`config.mk`:
```
export PLATFORM = sky130hd
export DESIGN_NAME = rhd_2048_ctrl
export DESIGN_NICKNAME = d
export VERILOG_FILES = /design/src/rtl/rhd_2048_ctrl.sv
export SDC_FILE = /design/constraint.sdc
export NUM_CORES = 2
export LEC_CHECK = 0
export ABC_AREA = 1
export CAP_MARGIN = 20
export CORE_MARGIN = 3
export CORE_UTILIZATION = 50
export DETAILED_ROUTE_END_ITERATION = 8
export PLACE_DENSITY = 0.8
export SLEW_MARGIN = 10
export SYNTH_ARGS = -nofsm -noshare
export SYNTH_HDL_FRONTEND = slang
export SYNTH_SLANG_ARGS = --single-unit
```
`constraint.sdc`:
```
create_clock -name clk -period 13.6 [get_ports clk]
set_clock_uncertainty 0.2 [all_clocks]
set_input_delay 2.72 -clock clk [delete_from_list [all_inputs] [get_ports clk]]
set_output_delay 2.72 -clock clk [all_outputs]
set_load 0.005 [all_outputs]
```
`src/rtl/rhd_2048_ctrl.sv`:
```
// SPI master for 32 RHD2164 streams. All chips share CS/SCLK/MOSI. Each MISO line is
// captured by its own lane, and each lane compensates for its own cable delay.

module rhd_2048_ctrl_lane (
    input  logic        clk,
    input  logic        rstn,
    input  logic        en,
    input  logic        fast,
    input  logic [6:0]  t,
    input  logic [7:0]  offset,
    input  logic        miso,
    output logic [15:0] word_nxt
);
    logic [15:0] sh;
    logic [7:0]  g, o, u;
    logic        cap;

    // u is the slot time seen from this lane's delayed point of view
    always_comb begin
        g        = fast ? 8'd22 : 8'd24;
        o        = (offset > g) ? g : offset;
        u        = {1'b0, t} - o;
        cap      = en && ({1'b0, t} >= o) && (u < (fast ? 8'd64 : 8'd96)) &&
                   (fast ? (u[1:0] == 2'd3) : ((u % 8'd6) == 8'd5));
        word_nxt = cap ? {sh[14:0], miso} : sh;
    end

    always_ff @(posedge clk) begin
        if (rstn) sh <= '0;
        else      sh <= word_nxt;
    end
endmodule

module rhd_2048_ctrl #(
    parameter int SEQ_ZCHECK_ITER = 64
) (
    input  logic         clk,
    input  logic         rstn,
    input  logic         config_start,
    input  logic         record_start,
    input  logic         zcheck_start,
    input  logic [6:0]   zcheck_chip_channel,
    input  logic [1:0]   zcheck_scale,
    input  logic         sampling_rate_20k,
    input  logic [255:0] oversample_offset,
    input  logic [31:0]  MISO,
    output logic         CS,
    output logic         SCLK,
    output logic         MOSI,
    output logic [7:0]   channel_out,
    output logic [511:0] rx_data,
    output logic         rx_valid,
    output logic         busy
);
    localparam int NUM_LANES = 32;
    localparam int STAGES    = 2;
    localparam int ZC_OFF    = 2 * SEQ_ZCHECK_ITER + 2;
    localparam int ZC_LAST   = ZC_OFF + 2;
    localparam int IDX_W     = ($clog2(ZC_LAST + 1) > 7) ? $clog2(ZC_LAST + 1) : 7;

    typedef enum logic [2:0] {IDLE, CONFIG, RECORD, FLUSH, ZCHECK} state_t;

    state_t                        state, state_nxt;
    logic [IDX_W-1:0]              idx, idx_nxt, zi;
    logic [6:0]                    t;
    logic [2:0]                    ph;
    logic [4:0]                    bidx;
    logic                          fast, slot_end, accept, cur_conv;
    logic [5:0]                    zch, cur_ch;
    logic [1:0]                    zscale;
    logic [15:0]                   cmd;
    logic [STAGES:1]               vld_pipe;
    logic [STAGES:1][5:0]          ch_pipe;
    logic [NUM_LANES-1:0][15:0]    word_nxt;
    logic                          unused_zch, unused_zi;

    assign unused_zch = zcheck_chip_channel[6];
    assign unused_zi  = ^zi[IDX_W-1:5];

    function automatic logic [7:0] cfg_byte(input logic [4:0] r);
        case (r)
            5'd0:  cfg_byte = 8'hDE;
            5'd1:  cfg_byte = 8'h20;
            5'd2:  cfg_byte = 8'h28;
            5'd3:  cfg_byte = 8'h02;
            5'd4:  cfg_byte = 8'h9C;
            5'd8:  cfg_byte = 8'h11;
            5'd9:  cfg_byte = 8'h80;
            5'd10: cfg_byte = 8'h10;
            5'd11: cfg_byte = 8'h80;
            5'd12: cfg_byte = 8'h10;
            5'd14, 5'd15, 5'd16, 5'd17: cfg_byte = 8'hFF;
            default: cfg_byte = 8'h00;
        endcase
    endfunction

    function automatic logic [7:0] sine(input logic [3:0] k);
        case (k)
            4'd0:  sine = 8'd128;  4'd1:  sine = 8'd177;  4'd2:  sine = 8'd218;  4'd3:  sine = 8'd245;
            4'd4:  sine = 8'd255;  4'd5:  sine = 8'd245;  4'd6:  sine = 8'd218;  4'd7:  sine = 8'd177;
            4'd8:  sine = 8'd128;  4'd9:  sine = 8'd79;   4'd10: sine = 8'd38;   4'd11: sine = 8'd11;
            4'd12: sine = 8'd1;    4'd13: sine = 8'd11;   4'd14: sine = 8'd38;   default: sine = 8'd79;
        endcase
    endfunction

    assign busy     = (state != IDLE);
    assign slot_end = busy && (t == (fast ? 7'd85 : 7'd119));
    assign accept   = (state == IDLE) && (state_nxt != IDLE);

    // Command for the slot currently on the wire
    always_comb begin
        cmd      = 16'h0000;
        cur_conv = 1'b0;
        cur_ch   = 6'd0;
        zi       = idx - IDX_W'(2);
        case (state)
            CONFIG: begin
                if (idx < IDX_W'(18))       cmd = {2'b10, idx[5:0], cfg_byte(idx[4:0])};
                else if (idx == IDX_W'(18)) cmd = 16'h5500;
                else                        cmd = 16'hFF00;
            end
            RECORD: begin
                if (idx < IDX_W'(64)) begin
                    cmd      = {2'b00, idx[5:0], 8'h00};
                    cur_conv = 1'b1;
                    cur_ch   = idx[5:0];
                end else begin
                    cmd = 16'hE800;
                end
            end
            FLUSH: cmd = 16'hFF00;
            ZCHECK: begin
                if (idx == IDX_W'(0))      cmd = {2'b10, 6'd7, 2'b00, zch};
                else if (idx == IDX_W'(1)) cmd = {2'b10, 6'd5, 1'b0, 1'b1, 1'b0, zscale, 2'b00, 1'b1};
                else if (idx < IDX_W'(ZC_OFF)) begin
                    if (!zi[0]) begin
                        cmd = {2'b10, 6'd6, sine(zi[4:1])};
                    end else begin
                        cmd      = {2'b00, zch, 8'h00};
                        cur_conv = 1'b1;
                        cur_ch   = zch;
                    end
                end
                else if (idx == IDX_W'(ZC_OFF)) cmd = 16'h8500;
                else                            cmd = 16'hFF00;
            end
            default: cmd = 16'h0000;
        endcase
    end

    always_comb begin
        state_nxt = state;
        idx_nxt   = idx;
        if (state == IDLE) begin
            idx_nxt = '0;
            if (config_start)      state_nxt = CONFIG;
            else if (zcheck_start) state_nxt = ZCHECK;
            else if (record_start) state_nxt = RECORD;
        end else if (slot_end) begin
            idx_nxt = idx + 1'b1;
            case (state)
                CONFIG: if (idx == IDX_W'(27)) state_nxt = IDLE;
                RECORD: if (idx == IDX_W'(64)) begin
                    idx_nxt = '0;
                    if (!record_start) state_nxt = FLUSH;
                end
                FLUSH:  if (idx == IDX_W'(1)) state_nxt = IDLE;
                ZCHECK: if (idx == IDX_W'(ZC_LAST)) state_nxt = IDLE;
                default: state_nxt = IDLE;
            endcase
        end
    end

    always_ff @(posedge clk) begin
        if (rstn) begin
            state <= IDLE;
            idx   <= '0;
        end else begin
            state <= state_nxt;
            idx   <= idx_nxt;
        end
    end

    always_ff @(posedge clk) begin
        if (rstn) begin
            t <= '0; ph <= '0; bidx <= 5'd16; fast <= 1'b0;
        end else if (accept || slot_end) begin
            t <= '0; ph <= '0; bidx <= '0; fast <= sampling_rate_20k;
        end else if (busy) begin
            t <= t + 7'd1;
            if (!bidx[4]) begin
                if (ph == (fast ? 3'd3 : 3'd5)) begin
                    ph   <= '0;
                    bidx <= bidx + 5'd1;
                end else begin
                    ph <= ph + 3'd1;
                end
            end
        end
    end

    assign CS   = ~(busy & ~bidx[4]);
    assign SCLK = busy & ~bidx[4] & (ph >= (fast ? 3'd2 : 3'd3));
    assign MOSI = busy & ~bidx[4] & cmd[~bidx[3:0]];

    // A result lands two slots after its command; vld_pipe[STAGES] tags the one on MISO now
    always_ff @(posedge clk) begin
        if (rstn) begin
            vld_pipe    <= '0;
            ch_pipe     <= '0;
            channel_out <= 8'hFF;
            rx_data     <= '0;
            rx_valid    <= 1'b0;
            zch         <= '0;
            zscale      <= '0;
        end else begin
            rx_valid <= 1'b0;
            if (accept) begin
                vld_pipe <= '0;
                zch      <= zcheck_chip_channel[5:0];
                zscale   <= zcheck_scale;
            end else if (slot_end) begin
                rx_data    <= word_nxt;
                rx_valid   <= vld_pipe[2];
                vld_pipe   <= {vld_pipe[1], cur_conv};
                ch_pipe[2] <= ch_pipe[1];
                ch_pipe[1] <= cur_ch;
            end
            if (busy && t == 7'd0)
                channel_out <= vld_pipe[2] ? {2'b00, ch_pipe[2]} : 8'hFF;
        end
    end

    for (genvar i = 0; i < NUM_LANES; i++) begin : g_lane
        rhd_2048_ctrl_lane u_lane (
            .clk      (clk),
            .rstn     (rstn),
            .en       (busy),
            .fast     (fast),
            .t        (t),
            .offset   (oversample_offset[8*i +: 8]),
            .miso     (MISO[i]),
            .word_nxt (word_nxt[i])
        );
    end
endmodule

```
==> results.json <==
{
  "postCtsHoldBufs": 0,
  "synthSimpleGateAreaFrac_pct": 31.9,
  "period_minus_slack_ps": 7750,
  "hold_violations": 0,
  "grt_pass1_wl_microns": 311000,
  "status": "finished, final reports clean",
  "start_util_pct": 50.7,
  "post_cts_buffers": 0,
  "wl_microns": 195000,
  "grt_usage_pct": 27.7,
  "hold_class": "reg2reg",
  "vias_per_cell": 5.44,
  "drtAntennaViolNets": 0,
  "syn2layout_area_growth_pct": 20.2,
  "synth_top_area_cell": "dfxtp_1",
  "synth_edf_count": 0,
  "crit_arrival_ps": 4830,
  "grt_use_met3_pct": 5.66,
  "syn_inst": 9406,
  "hp-start": "ch_pipe[5]",
  "cts_resized": 0,
  "worstSetupEndpointType": "output pin",
  "drv_cap": 0,
  "slew_headroom_pct": 13.6,
  "startpoint_type": "register",
  "final_util_pct": 61.0,
  "post-route-period-util_pct": 57.0,
  "die_w_microns": 367,
  "ys_types": 77,
  "critPathMaxFanout": 14,
  "synth_area_leaders": "dfxtp_1 33%, nand2_1 13%, nand3_1 11%",
  "cts_htree_levels": 3,
  "ir_drop_v": 0.000120,
  "cts_root_buffer": "clkbuf_16",
  "hpwl_microns": 141000,
  "ioPinCount": 828,
  "ys_ff_latch": 1089,
  "powerDensity_mw_per_mm2": 129,
  "synth_xor_area_share_pct": 1.69,
  "first_pass_iters": 8,
  "drt_iter0_drc": 4652,
  "worstMarginPinSlew_ps": 1300,
  "cts.reportedPaths.clkPinSlew_ps": 60,
  "cts_tree": "built",
  "fmax_mhz": 129,
  "tns_ps": 0,
  "path_class": "reg2out",
  "cts_sinks": 1089,
  "port-buffer-count": 826,
  "grt_pass1_vias": 61600,
  "core_sq_mm": 0.129,
  "die_area_sq_mm": 0.135,
  "worstSetupStartpoint": "idx[1]",
  "rows": 131,
  "antenna_found_initial": 31,
  "cts_made_buffers": 111,
  "grtUsageMet2_pct": 48.7,
  "worstReg2RegStart": "fast",
  "synth-main-ff-cell": "dfxtp_1",
  "drv_slew": 0,
  "synth_top_family_by_area": "simple AND/OR/NAND/NOR gates",
  "drc": 0,
  "grt_overflow": 0,
  "clock_latency_ps": 740,
  "muxShareOfSynthArea_pct": 0,
  "synth_compound_area_share_pct": 15.2,
  "place.gp.congestion": 0.946,
  "die_h_microns": 367,
  "wire_per_inst_microns": 16.3,
  "grt_max_degree": 210,
  "global_route.peak_usage_layer": "met2",
  "clockBufferDepth": 3,
  "synthAdderAreaFrac_pct": 8.07,
  "drive_gt1_share_pct": 5.82,
  "yosysSeqAreaShare_pct": 33.4,
  "synth.cells.most_frequent": "2331 x nand2_1, 1479 x nand3_1, 1153 x inv_1, 1089 x dfxtp_1, 761 x a21oi_1",
  "synth_warnings": 0,
  "cellLeakagePower_nw": 36.3,
  "setup_violations": 0,
  "netlist_area_sq_mm": 0.0653,
  "rsz0062_at_grt": "false",
  "grtUsageMet1_pct": 32.0,
  "avgSynthCellArea_sq_um": 6.94,
  "vias": 65000,
  "cp.required_ps": 10680,
  "synth_top_area_share_pct": 33.4,
  "yosysMostFrequentCell": "nand2_1",
  "fin_nets": 10800,
  "synthArstFlopShare_pct": 0
}
[logic make-up (layout without fill, tap and decap cells)]
logic type	Yosys count	count (layout)
AO/OA/AOI/OAI	1632	1632
other	1	88
adder cells (fa/ha/maj)	402	402
AND/OR/NAND/NOR	4604	4604
flip-flops	1089	1089
buffers and inverters	1556	2268
XOR/XNOR	122	122
[path summary, 6_finish.rpt]
check	cells after the start	slack, ps	end
hold reg to reg	2	260	ch_pipe[5]
setup reg to reg	36	6260	rx_data[304]
hold / removal	2	260	ch_pipe[5]
setup / recovery	14	5850	MOSI
[through the flow]
step / hold WS (ps) / total power, W / std cells / setup WS [ps] / instance area, sq um
2_1_floorplan: 228 / 0.00613 / 9469 / 6240 / 65500
3_3_place_gp: 247 / 0.00679 / 11700 / 5260 / 74500
3_5_place_dp: 253 / 0.00697 / 11700 / 5240 / 74600
4_1_cts: 263 / 0.0101 / 11900 / 5880 / 78400
5_1_grt: 280 / 0.0108 / 11900 / 5340 / 78400
6_report: 263 / 0.0101 / 11900 / 5850 / 78500
[power by group]
group | switching [W] | internal [W]
Sequential | 0.0000296 | 0.00320
Combinational | 0.00254 | 0.00117
Clock | 0.00135 | 0.00182
[critical path: stages, from the launching register on]
cell and delay, ps:
dfxtp_1 680, inv_1 300, ha_1 310, inv_1 60, nor2_1 40, nor2_1 440, nand2_1 100, o211ai_1 120
nand3_1 90, a21oi_1 150, a211oi_1 70, o311ai_0 630, a21oi_1 170, nor3_1 290, clkdlybuf4s50_1 620
[state kept, by name, summed over array words and instances, names as in the netlist, named ones only]
register / flops
bidx: 5
rx_valid: 1
channel_out: 7
fast: 1
zch: 6
rx_data: 512
state: 3
ch_pipe: 12
t: 7
idx: 8
zscale: 2
vld_pipe: 2
ph: 3
g_lane.u_lane.sh: 512
[layout by cell type, fill, tap and decap left out, drive strengths merged, types with 4 or more instances in the layout]
cell type and count:
nor2 280, conb 64, nor4 10, a211oi 12, clkinv 43, and2 12
ha 370, nor3 67, xor2 112, o2111ai 5, nand2b 5, nand3b 17
a31oi 4, clkdlybuf4s50 825, xnor2 10, nand2 2521, diode 24, inv 1192
a21oi 786, nand3 1520, bufinv 8, buf 44, o21a 519, nand4 156
dfxtp 1089, fa 32, o21ai 248, or2 10, o211ai 24, a31o 8
clkbuf 152, a21o 4, a2111oi 4, clkinvlp 4
[cell type report]
type	count	area (sq um)
tap	1729	2160
clock buffer	152	3210
antenna	24	60.1
inverter	1193	4490
timing repair buffer	869	8670
fill	11300	50200
clock inverter	54	622
sequential	1089	21800
multi-input combinational	6824	37400
[layer usage]
metal / vias up / routed length (microns)
met1: 30100 / 78300
met5: - / 86
met4: 14 / 10400
met2: 1914 / 93300
met3: 473 / 12800
li1: 32500 / -
No activity file was read; power rests on OpenSTA's default activity.
